==> src/rtl/dot_score_keeper.sv <==
// rtl/dot_score_keeper.sv - dot-eaten detection, BCD scoring, dots-left and level-clear sequencing
// Sits between the dot grid and the score/HUD renderer.
module dot_score_keeper #(
  parameter int DOT_POINTS  = 10,
  parameter int CLEAR_DELAY = 120,
  parameter int RELOAD_LEN  = 2
) (
  input  logic         clk_i,
  input  logic         rst_i,
  input  logic         frame_tick_i,
  input  logic [143:0] dot_display_i,
  input  logic         level_status_i,
  output logic [19:0]  score_bcd_o,
  output logic [7:0]   dots_left_o,
  output logic [3:0]   level_num_o,
  output logic         level_clear_o,
  output logic         dots_reset_o
);

  localparam logic [1:0] S_INIT   = 2'd0;
  localparam logic [1:0] S_PLAY   = 2'd1;
  localparam logic [1:0] S_WAIT   = 2'd2;
  localparam logic [1:0] S_RELOAD = 2'd3;

  localparam logic [19:0] PTS_BCD     = {12'd0, 4'(DOT_POINTS / 10), 4'(DOT_POINTS % 10)};
  localparam logic [7:0]  DELAY_LAST  = 8'(CLEAR_DELAY - 1);
  localparam logic [7:0]  RELOAD_LAST = 8'(RELOAD_LEN - 1);

  logic [1:0]   state_q, state_d;
  logic [143:0] prev_map_q;
  logic [7:0]   pending_q, pending_d;
  logic [7:0]   cnt_q, cnt_d;
  logic [19:0]  score_q, score_d;
  logic [7:0]   dots_left_q, dots_left_d;
  logic [3:0]   level_q, level_d;

  logic [7:0]  n_eaten;
  logic [7:0]  n_live;
  logic [8:0]  pend_sum;
  logic [7:0]  pend_next;
  logic [7:0]  dots_sub;
  logic [19:0] score_add;
  logic        bcd_carry;
  logic [4:0]  digit_sum;

  function automatic logic [7:0] popcount144(input logic [143:0] v);
    logic [7:0] c;
    c = '0;
    for (int i = 0; i < 144; i++) c = c + {7'd0, v[i]};
    return c;
  endfunction

  assign n_eaten = popcount144(prev_map_q & ~dot_display_i);
  assign n_live  = popcount144(dot_display_i);

  // One dot retires per cycle while new ones add in; the result saturates at 255.
  assign pend_sum  = {1'b0, pending_q} + {1'b0, n_eaten} - {8'd0, pending_q != 8'd0};
  assign pend_next = pend_sum[8] ? 8'hFF : pend_sum[7:0];
  assign dots_sub  = (n_eaten > dots_left_q) ? 8'd0 : dots_left_q - n_eaten;

  always_comb begin
    bcd_carry = 1'b0;
    digit_sum = '0;
    score_add = '0;
    for (int d = 0; d < 5; d++) begin
      digit_sum = {1'b0, score_q[4*d +: 4]} + {1'b0, PTS_BCD[4*d +: 4]} + {4'd0, bcd_carry};
      if (digit_sum > 5'd9) begin
        score_add[4*d +: 4] = 4'(digit_sum - 5'd10);
        bcd_carry = 1'b1;
      end else begin
        score_add[4*d +: 4] = digit_sum[3:0];
        bcd_carry = 1'b0;
      end
    end
    // A carry out of the top digit means the true sum passed 99999.
    if (bcd_carry) score_add = 20'h99999;
  end

  always_comb begin
    state_d     = state_q;
    pending_d   = pending_q;
    cnt_d       = cnt_q;
    dots_left_d = dots_left_q;
    level_d     = level_q;
    score_d     = (pending_q != 8'd0) ? score_add : score_q;
    case (state_q)
      S_INIT: begin
        dots_left_d = n_live;
        pending_d   = 8'd0;
        state_d     = S_PLAY;
      end
      S_PLAY: begin
        pending_d   = pend_next;
        dots_left_d = dots_sub;
        if (!level_status_i && pending_q == 8'd0 && n_eaten == 8'd0) begin
          state_d = S_WAIT;
          cnt_d   = 8'd0;
        end
      end
      S_WAIT: begin
        if (frame_tick_i) begin
          if (cnt_q == DELAY_LAST) begin
            state_d = S_RELOAD;
            cnt_d   = 8'd0;
            level_d = (level_q == 4'd15) ? 4'd15 : level_q + 4'd1;
          end else begin
            cnt_d = cnt_q + 8'd1;
          end
        end
      end
      default: begin
        if (cnt_q == RELOAD_LAST) state_d = S_INIT;
        else cnt_d = cnt_q + 8'd1;
      end
    endcase
  end

  always_ff @(posedge clk_i or posedge rst_i) begin
    if (rst_i) begin
      state_q     <= S_INIT;
      prev_map_q  <= '0;
      pending_q   <= '0;
      cnt_q       <= '0;
      score_q     <= '0;
      dots_left_q <= '0;
      level_q     <= 4'd1;
    end else begin
      state_q     <= state_d;
      prev_map_q  <= dot_display_i;
      pending_q   <= pending_d;
      cnt_q       <= cnt_d;
      score_q     <= score_d;
      dots_left_q <= dots_left_d;
      level_q     <= level_d;
    end
  end

  assign score_bcd_o   = score_q;
  assign dots_left_o   = dots_left_q;
  assign level_num_o   = level_q;
  assign level_clear_o = (state_q == S_WAIT);
  assign dots_reset_o  = (state_q == S_RELOAD);

endmodule

==> config.mk <==
export PLATFORM = sky130hd
export DESIGN_NAME = dot_score_keeper
export DESIGN_NICKNAME = d
export VERILOG_FILES = /design/src/rtl/dot_score_keeper.sv
export SDC_FILE = /design/constraint.sdc
export NUM_CORES = 1
export LEC_CHECK = 0
export CAP_MARGIN = 5
export CORE_MARGIN = 5
export CORE_UTILIZATION = 45
export CTS_CLUSTER_DIAMETER = 200
export DETAILED_ROUTE_END_ITERATION = 7
export PLACE_DENSITY_LB_ADDON = 0.2
export SETUP_SLACK_MARGIN = 0.2
export SLEW_MARGIN = 40
export SYNTH_ARGS = -nofsm -noshare
export SYNTH_HDL_FRONTEND = slang
export SYNTH_SLANG_ARGS = --single-unit
==> constraint.sdc <==
create_clock -name clk_i -period 8.2 [get_ports clk_i]
set_clock_uncertainty 0.05 [all_clocks]
set_input_delay 1.64 -clock clk_i [delete_from_list [all_inputs] [get_ports clk_i]]
set_output_delay 1.64 -clock clk_i [all_outputs]
set_load 0.03 [all_outputs]
* Word level (Yosys, flattened, before mapping) *
Cells that the tools add are included.

storage, ports and cells
  input port bits = 148
  register bits = 194
  logic and storage cells = 368

cells by class
  add/sub/neg operators = 301
  equality and inequality tests = 10
  bitwise gates (word level) = 3
  reductions and logical operators = 14
  order comparisons = 6
  muxes and demuxes = 26

operators with widths
  operator               count
  $add A8 B1 Y8          272
  $and A144 B144 Y144    1
  $not A144 Y144         1
  $mux W8                6
  $pmux W8 S2            2
  $add A4 B1 Y5          5
  $mux W4                6
  $pmux W8 S3            1
  $gt A5 B4 Y1 const B   4
  $mux W20               1
  $sub A4 B4 Y4 const B  5
  $add A7 B1 Y8          2
  $logic_not A8 Y1       2
  $add A6 B1 Y7          2
  $add A5 B1 Y6          2
  $add A8 B8 Y9          1
  $sub A9 B1 Y9          1
  $add A3 B1 Y4          2
  $add A8 B1 Y8 const B  1
  $eq A8 B1 Y1 const B   1
  $eq A8 B7 Y1 const B   1
  $gt A8 B8 Y1           1
  $mux W2                4
  $reduce_and A4 Y1      2
  24 further kinds       34

* Depth between registers and ports, before layout *
Gate-level depths: netlist of the first run.

  word-level depth = 149
  mapped depth = 37
  gate-level depth less buffers = 37

* Worst setup path after synthesis of the first run *
No wires, ideal clock.

  kind = input -> register
  start point = input port dot_display_i[125]
  end point = register pending_q[7]
  arrival = 9808 ps
  path slack = -1807 ps
  stages on the path = 29
  library setup time = 149 ps
  required time = 8001 ps
  path through = nand2b_1 fa_1 inv_1 fa_1 inv_1 fa_1 inv_1 fa_1 inv_1 fa_1 fa_1 fa_1 fa_1 fa_1 inv_1 fa_1 ha_1 inv_1 fa_1 nand2b_1 a21o_1 a211oi_2 ha_1 inv_1 ha_1 or3_1 o21a_1 xnor2_1 o2111ai_1

between the ends
  word-level cells in the longest chain between the ends = 25

ends and longest elaborated chain
  what                          RTL line  text
  start: declaration            11        input logic [143:0] dot_display_i,
  $not A144 Y144                53        assign n_eaten = popcount144(prev_map_q & ~dot_display_i);
  $and A144 B144 Y144           53
  $add A8 B1 Y8 (19 in series)  49        for (int i = 0; i < 144; i++) c = c + {7'd0, v[i]};
  $add A8 B8 Y9                 57        assign pend_sum = {1'b0, pending_q} + {1'b0, n_eaten} - {8'd0, pending_q != 8'd0};
  $sub A9 B1 Y9                 57
  $mux W8                       58        assign pend_next = pend_sum[8] ? 8'hFF : pend_sum[7:0];
  $pmux W8 S2                   86        case (state_q)
  end signal: assignment        130       pending_q <= pending_d;
  end: declaration              31        logic [7:0] pending_q, pending_d;

Every way passes these cells.
A chain may end at the register's enable or synchronous reset.

* Worst setup path in the final report of the first run *
  start point = input port dot_display_i[115]
  end point = register dots_left_q[5] (netlist: dots_left_o[5])

between the ends
  word-level cells in the longest chain between the ends = 34

ends and longest elaborated chain
  what                                                  RTL line  text
  $not A144 Y144                                        53
  $and A144 B144 Y144                                   53
  $add A8 B1 Y8 (29 in series)                          49
  $sub A8 B8 Y8 / $gt A8 B8 Y1 (equally long branches)  59        assign dots_sub = (n_eaten > dots_left_q) ? 8'd0 : dots_left_q - n_eaten;
  $mux W8                                               59
  $pmux W8 S2 (*)                                       86
  end signal: assignment                                133       dots_left_q <= dots_left_d;
  end: declaration                                      34        logic [7:0] dots_left_q, dots_left_d;

Mark *: on every way between the ends. The rest lies on a longest branch, timed or not.

==> key figures, run 1 <==
Outcome
  • Outcome: finished, violations left
  • Failing checks: negative setup slack

Worst setup path
  • Critical Path RT: 8.49 ns
  • Crit path max fanout: 5
  • Top Family by Delay on Critical Path: adder cells
  • Buf/Inv on CP: 8
  • Slowest CP cell: fa_1
  • Crit-path max cell delay: 0.55 ns
  • FF-to-FF setup slack: -0.36 ns
  • Critical Path Start Type: input pin
  • R2R Path Start: prev_map_q[95]
  • Crit. End Element: flip-flop
  • Critical path launch point: dot_display_i[115]
  • Critical path arrival: 9.82 ns
  • Setup CP Type: input pin to flip-flop
  • Most used cell, CP: fa_1

Cells and area
  • Fillers: 2,865
  • Seq. cell area: 0.00486 mm²
  • Area Overhead vs Synth: 32.8%
  • Layout cells sized above 1: 22.6%
  • Multi-input gate area: 0.00975 mm²
  • Post-layout nets: between 2,000 and 2,500

STA
  • Endpoints failing setup: 26
  • Worst setup margin: -1.33 ns
  • Final hold viol count: 0
  • Final TNS setup: -29.41 ns
  • RSZ-0062 raised after global routing: true
  • Final Cycle Share: 116%
  • Crit path time final: 9.53 ns
  • Actual slew at the worst max-slew pin: 0.733 ns
  • Max Fclk: 105 MHz
  • Slew headroom: 51.2%
  • Max-slew violation count: 0

GRT
  • Initial antenna violation count: 5
  • GRT Util Overall: 19.5%
  • First-pass GRT wire length: 59.5 mm
  • Largest net degree at the start of global routing: ~120
  • Vias in the first global route: 12,100
  • GRT Residual Overflow: 0

Synthesis
  • Count of state elements after synthesis: 194
  • Synth top area share: 34.1%
  • Syn Std Cell Area: 0.0155 mm²
  • Seq/Total Area, Yosys: between 30 and 40%
  • Synthesized area per cell: 11.1 µm²
  • Cells after synthesis: 1,400
  • Synth warn: 0
  • Post-synth top cells: inv_1, fa_1, dfrtp_1
  • Largest cells by area after synthesis: fa_1, dfrtp_1, inv_1
  • Synth Flop Type: dfrtp_1
  • Most common cell in the netlist: inv_1
  • Net count after synthesis: 1,905
  • FFs w/ async S/R, synth: 100%
  • Yosys cell types: between 50 and 60
  • Post-synth EDFFs: 0
  • Synth area leader: fa_1

Clock tree
  • Clock-pin slew on the worst setup and hold paths: 0.07 ns
  • Hold_buf cts: 0
  • Total clock sinks: between 150 and 200
  • TritonCTS clock tree: built
  • Htree depth: 4
  • Max clock buf depth: 2
  • Worst skew pair latency: 0.45 ns
  • Total CTS buffers: 17
  • Root Buffer: clkbuf_16

Floorplan
  • Rows: 68
  • Io pins: roughly 180
  • Core Box Area: ~0.034 mm²
  • Die Area: ~0.038 mm²
  • Die height: 196 µm
  • Die W: 196 µm
  • Starting density of the core: 45.2%

Route
  • DRT Wirelength: between 30 and 40 mm
  • DR WL/cell: 15.5 µm
  • Initial DRC count: 361
  • Drt via density: 4.66
  • DRT antenna net count: 0
  • Post-route DRC: 0
  • Via count: 10,600
  • First drt pass iteration count: 4

Job
  • Max_cap viols: 0

Min path
  • Worst Hold Class: flip-flop to flip-flop
  • Hold_sp: score_bcd_o[0]

Placed design
  • Dpl hpwl: around 29 mm
  • PortBufs: 181
  • RePlAce Congestion: approximately 0.87
  • Pre-CTS WS: -2.37 ns
## placed cells by master, fill, tap and decap left out, drive strengths merged, types with 17 or more instances in the layout
cell,synthesis,routed
nand2b,44,44
inv,372,376
dfrtp,193,193
buf,1,235
nand3,17,17
nor2b,79,79
clkdlybuf4s50,0,109
o21ai,31,31
fa,264,264
nand2,66,66
a21oi,34,34
nor2,36,36
clkdlybuf4s15,0,23
ha,93,93
dlygate4sd2,0,28
clkbuf,12,30
## final cells by class
type | instances | area share [%]
Antenna cell | 3 | 0.0365
Clock inverter | 10 | 0.596
Tap cell | 455 | 2.77
Sequential cell | 194 | 23.6
Multi-Input combinational cell | 821 | 47.3
Clock buffer | 22 | 2.25
Inverter | 372 | 6.84
Timing Repair Buffer | 403 | 16.6
## sequential cells by signal (all words and copies together) (netlist names)
| name | count |
|---|---|
| pending_q | 8 |
| dots_left_o | 8 |
| cnt_q | 8 |
| score_bcd_o | 20 |
| prev_map_q | 144 |
| state_q | 2 |
| level_num_o | 4 |
## metal layers
metal	global-route usage, %	part of all wire (%)
met1	25.5	42
met2	33.5	51
met3	3.35	3.9
met4	6.03	2.3
met5	0	0.077
## per-stage QoR
stage | utilization (%) | cell area [µm²] | hold slack, ns | std cells
3_3_place_gp | 56.0 | 19200 | 0.400 | 2195
5_1_grt | 60.0 | 20600 | 0.443 | 2280
3_5_place_dp | 56.1 | 19200 | 0.408 | 2195
6_report | 60.0 | 20600 | 0.422 | 2280
2_1_floorplan | - | 15600 | 0.417 | 1400
4_1_cts | 59.9 | 20500 | 0.431 | 2275
## final timing paths
| path | endpoint | cells after the start |
|---|---|---|
| max | dots_left_o[5] | 31 |
| min | score_bcd_o[0] | 1 |
| max reg2reg | dots_left_o[5] | 29 |
| min reg2reg | score_bcd_o[0] | 1 |
| max in group asynchronous | level_num_o[2] | 3 |
| min in group asynchronous | prev_map_q[7] | 2 |
## cell families (layout without fill, tap and decap cells)
kind of cell / count (synthesis) / after routing / share of synthesized area (%)
buf+inv: 385 / 807 / 9.33
xor+xnor: 22 / 22 / 1.24
simple gates: 294 / 294 / 10.1
compound gates: 143 / 143 / 6.05
fa+ha+maj: 358 / 358 / 41.7
other cells: 0 / 3 / 0
mux: 4 / 4 / 0.274
flops: 194 / 194 / 31.3
## what timing repair did
item                                    4_1_cts  5_1_grt
endpoints found under the setup margin       26       28
pin swaps                                   109       38
gates resized for setup                     251       47
buffers inserted                             48        2
gates cloned                                  0        0
Power of run 1 is not shown: default switching activity piles up to over one toggle a cycle in this logic, so the estimate is an artifact.
==> run 2: changes to the inputs <==
--- a/config.mk
+++ b/config.mk
@@ -5,9 +5,11 @@
 export SDC_FILE = /design/constraint.sdc
 export NUM_CORES = 1
 export LEC_CHECK = 0
+export ABC_AREA = 1
 export CAP_MARGIN = 5
-export CORE_MARGIN = 5
+export CORE_MARGIN = 2
 export CORE_UTILIZATION = 45
+export CTS_BUF_LIST = sky130_fd_sc_hd__clkbuf_8
 export CTS_CLUSTER_DIAMETER = 200
 export DETAILED_ROUTE_END_ITERATION = 7
 export PLACE_DENSITY_LB_ADDON = 0.2
==> run 2 against run 1 <==
Effect of this change: the flow still finishes with violations (negative setup slack); final area is 2.9% lower; clock-buffer cell count is 5 lower; maximum frequency is 2.2% higher; first-iteration DRC count is 15% higher; via count is 1.9% higher; area after synthesis is 1.8% higher; cell count is 6.0% higher; register-to-register slack better by 0.15 ns; worst hold slack better by 0.039 ns; sequential share of layout area is 0.70 points higher; die area is 4.4% lower; flip-flop and latch count stayed put.
==> key figures, run 2 <==
Synthesis
  • Synth Flop Type: dfrtp_1
  • Seq/Total Area, Yosys: 30.8% (-0.55 points)
  • Most common cell in the netlist: inv_1
  • Synth top area share: 33.5% (-0.59 points)
  • Syn Std Cell Area: 0.0158 mm² (+1.8%)
  • Net count after synthesis: 2,107 (+11%)
  • Synth warn: 0 (unchanged)
  • Post-synth EDFFs: 0 (unchanged)
  • Largest cells by area after synthesis: fa_1, dfrtp_1, inv_1
  • Cells after synthesis: 1,602 (+14%)
  • Post-synth top cells: inv_1, fa_1, nand2_1
  • Synth area leader: fa_1
  • Count of state elements after synthesis: 194 (unchanged)
  • FFs w/ async S/R, synth: 100% (unchanged)
  • Synthesized area per cell: 9.85 µm² (-11%)
  • Yosys cell types: 46 (-22%)

Outcome
  • Outcome: finished, violations left
  • Failing checks: negative setup slack

Worst setup path
  • Crit-path max cell delay: 0.59 ns (+0.04 ns)
  • Most used cell, CP: fa_1
  • Top Family by Delay on Critical Path: adder cells
  • End of the critical path: pending_q[6]
  • FF-to-FF setup slack: -0.21 ns (+0.15 ns)
  • Critical path arrival: 9.66 ns (-0.16 ns)
  • Capturing point of the worst reg2reg path: pending_q[6]
  • R2R depth: 38 (+31%)
  • Crit. End Element: flip-flop
  • Critical path launch point: dot_display_i[71]
  • Critical Path RT: 8.53 ns (+0.04 ns)
  • Slowest CP cell: fa_2
  • R2R Path Start: prev_map_q[59]
  • Setup CP Type: input pin to flip-flop
  • Critical Path Start Type: input pin
  • Crit path max fanout: 8 (+3)
  • Stages on worst setup path: 36 (+16%)
  • Buf/Inv on CP: 9 (+1)

Clock tree
  • Total clock sinks: 194 (unchanged)
  • Worst skew pair latency: 0.51 ns (+0.06 ns)
  • Total CTS buffers: 17 (unchanged)
  • Root Buffer: clkbuf_8
  • Htree depth: 4 (unchanged)
  • TritonCTS clock tree: built
  • Clock-pin slew on the worst setup and hold paths: 0.11 ns (+0.04 ns)
  • Hold_buf cts: 0 (unchanged)
  • Max clock buf depth: 2 (unchanged)

Cells and area
  • Largest reg by FF count: prev_map_q
  • Layout cells sized above 1: 19.4% (-3.1 points)
  • Multi-input gate area: 0.00939 mm² (-3.7%)
  • Fillers: 3,042 (+6.2%)
  • Commonest non-fill, non-tap cells in the layout: inv_1, fa_1, dfrtp_1
  • Seq. cell area: 0.00486 mm² (unchanged)
  • Layout Utilization: 57.9% (-2.2 points)
  • Commonest non-fill, non-tap cell in the layout: inv_1
  • Area Overhead vs Synth: 26.7%
  • Finished Layout Cells: 2,417 (+6.0%)
  • Post-layout nets: 2,453 (+6.0%)
  • Max FFs per register: 144 (unchanged)

Job
  • Max_cap viols: 0 (unchanged)

STA
  • Final Cycle Share: 114% (-2.5 points)
  • Actual slew at the worst max-slew pin: 0.788 ns (+0.0553 ns)
  • Slew headroom: 47.3% (-3.9 points)
  • Crit path time final: 9.33 ns (-0.209 ns)
  • Max-slew violation count: 0 (unchanged)
  • RSZ-0062 raised after global routing: true
  • Final hold viol count: 0 (unchanged)
  • Max Fclk: 107 MHz (+2.2%)
  • Endpoints failing setup: 26 (unchanged)
  • Worst setup margin: -1.13 ns (+0.209 ns)

Floorplan
  • Die height: 191 µm (-2.2%)
  • Io pins: 182 (unchanged)
  • Rows: 68 (unchanged)
  • Die Area: 0.0366 mm² (-4.4%)
  • Core Box Area: 0.0345 mm² (+0.74%)
  • Starting density of the core: 45.7% (+0.46 points)
  • Die W: 191 µm (-2.2%)

Route
  • First drt pass iteration count: 5 (+1)
  • Post-route DRC: 0 (unchanged)
  • DRT Wirelength: 34.1 mm (-3.3%)
  • DR WL/cell: 14.1 µm (-8.8%)
  • DRT antenna net count: 0 (unchanged)
  • Drt via density: 4.48 (-3.8%)
  • Via count: 10,800 (+1.9%)
  • Initial DRC count: 416 (+15%)

GRT
  • Largest net degree at the start of global routing: 130 (+6.6%)
  • Vias in the first global route: 11,800 (-2.5%)
  • GRT Residual Overflow: 0 (unchanged)
  • Initial antenna violation count: 0 (-5)
  • GRT Util Overall: 20.4% (+0.87 points)
  • First-pass GRT wire length: 57.6 mm (-3.1%)

Placed design
  • Dpl hpwl: 28.2 mm (-1.1%)
  • RePlAce Congestion: 0.842 (-2.9%)
  • Placed cells: 2,371 (+8.0%)
  • PortBufs: 181 (unchanged)

Min path
  • Worst Hold Class: flip-flop to flip-flop
-- run 2: cell count changes after synthesis, moves of 14 or more --
| cell | delta |
|---|---|
| nor2b_1 | -79 |
| inv_1 | +140 |
| a31oi_1 | -15 |
| nor2_1 | +85 |
| nand2b_1 | -44 |
| nand2_1 | +145 |
| nand4_1 | +14 |
-- run 2: cell type report --
type                       instances  share of cell area [%]
sequential                       194                    24.3
clock buffer                      17                    1.17
multi-input combinational        883                    47.0
clock inverter                    15                   0.789
timing repair buffer             337                    14.2
antenna                            1                  0.0125
inverter                         515                    9.77
tap                              455                    2.85
-- run 2: repair_timing --
action,CTS,global route
pin swaps,103,61
endpoints found under the setup margin,26,26
buffers inserted,9,4
resized for setup,200,88
-- run 2: worst min-delay path by stage --
| stage | cells past startpoint | slack [ns] | endpoint | start |
|---|---|---|---|---|
| after floorplan | 2 | 0.43 | pending_q[0] | pending_q[0] |
| after global placement | 1 | 0.44 | score_bcd_o[0] | score_bcd_o[0] |
| after detailed placement | 1 | 0.44 | score_bcd_o[0] | score_bcd_o[0] |
| after CTS | 1 | 0.47 | score_bcd_o[0] | score_bcd_o[0] |
| after global routing | 2 | 0.51 | pending_q[0] | pending_q[0] |
| final | 1 | 0.46 | score_bcd_o[0] | score_bcd_o[0] |
-- run 2: through the flow --
step / TNS, ns / hold WS (ns) / setup slack, ns / instance area (µm²)
floorplan: -20.25 / 0.428 / -1.13 / 15900
global placement: -48.10 / 0.444 / -2.02 / 19300
detailed placement: -51.83 / 0.438 / -2.17 / 19300
CTS: -25.61 / 0.465 / -1.11 / 19900
global route: -30.81 / 0.507 / -1.41 / 20000
finish: -24.24 / 0.461 / -1.13 / 20000
-- run 2: logic make-up (layout without fill, tap and decap cells) --
family          Yosys count  count (layout)  share of synthesized area (%)
fa+ha+maj               357             357                           40.9
flops                   194             194                           30.8
xor+xnor                 24              24                           1.38
buf+inv                 525             884                           12.6
compound gates          100             100                           3.65
simple gates            402             402                           10.7
other cells               0               1                              0
-- run 2: metal layers --
layer	track usage, %	vias up	part of all wire (%)
li1	-	5305	-
met1	27.9	5341	45
met2	34.2	167	50
met3	3.16	23	3.3
met4	5.03	0	1.2
met5	0	-	0
Power of run 2 is left out for the same reason.
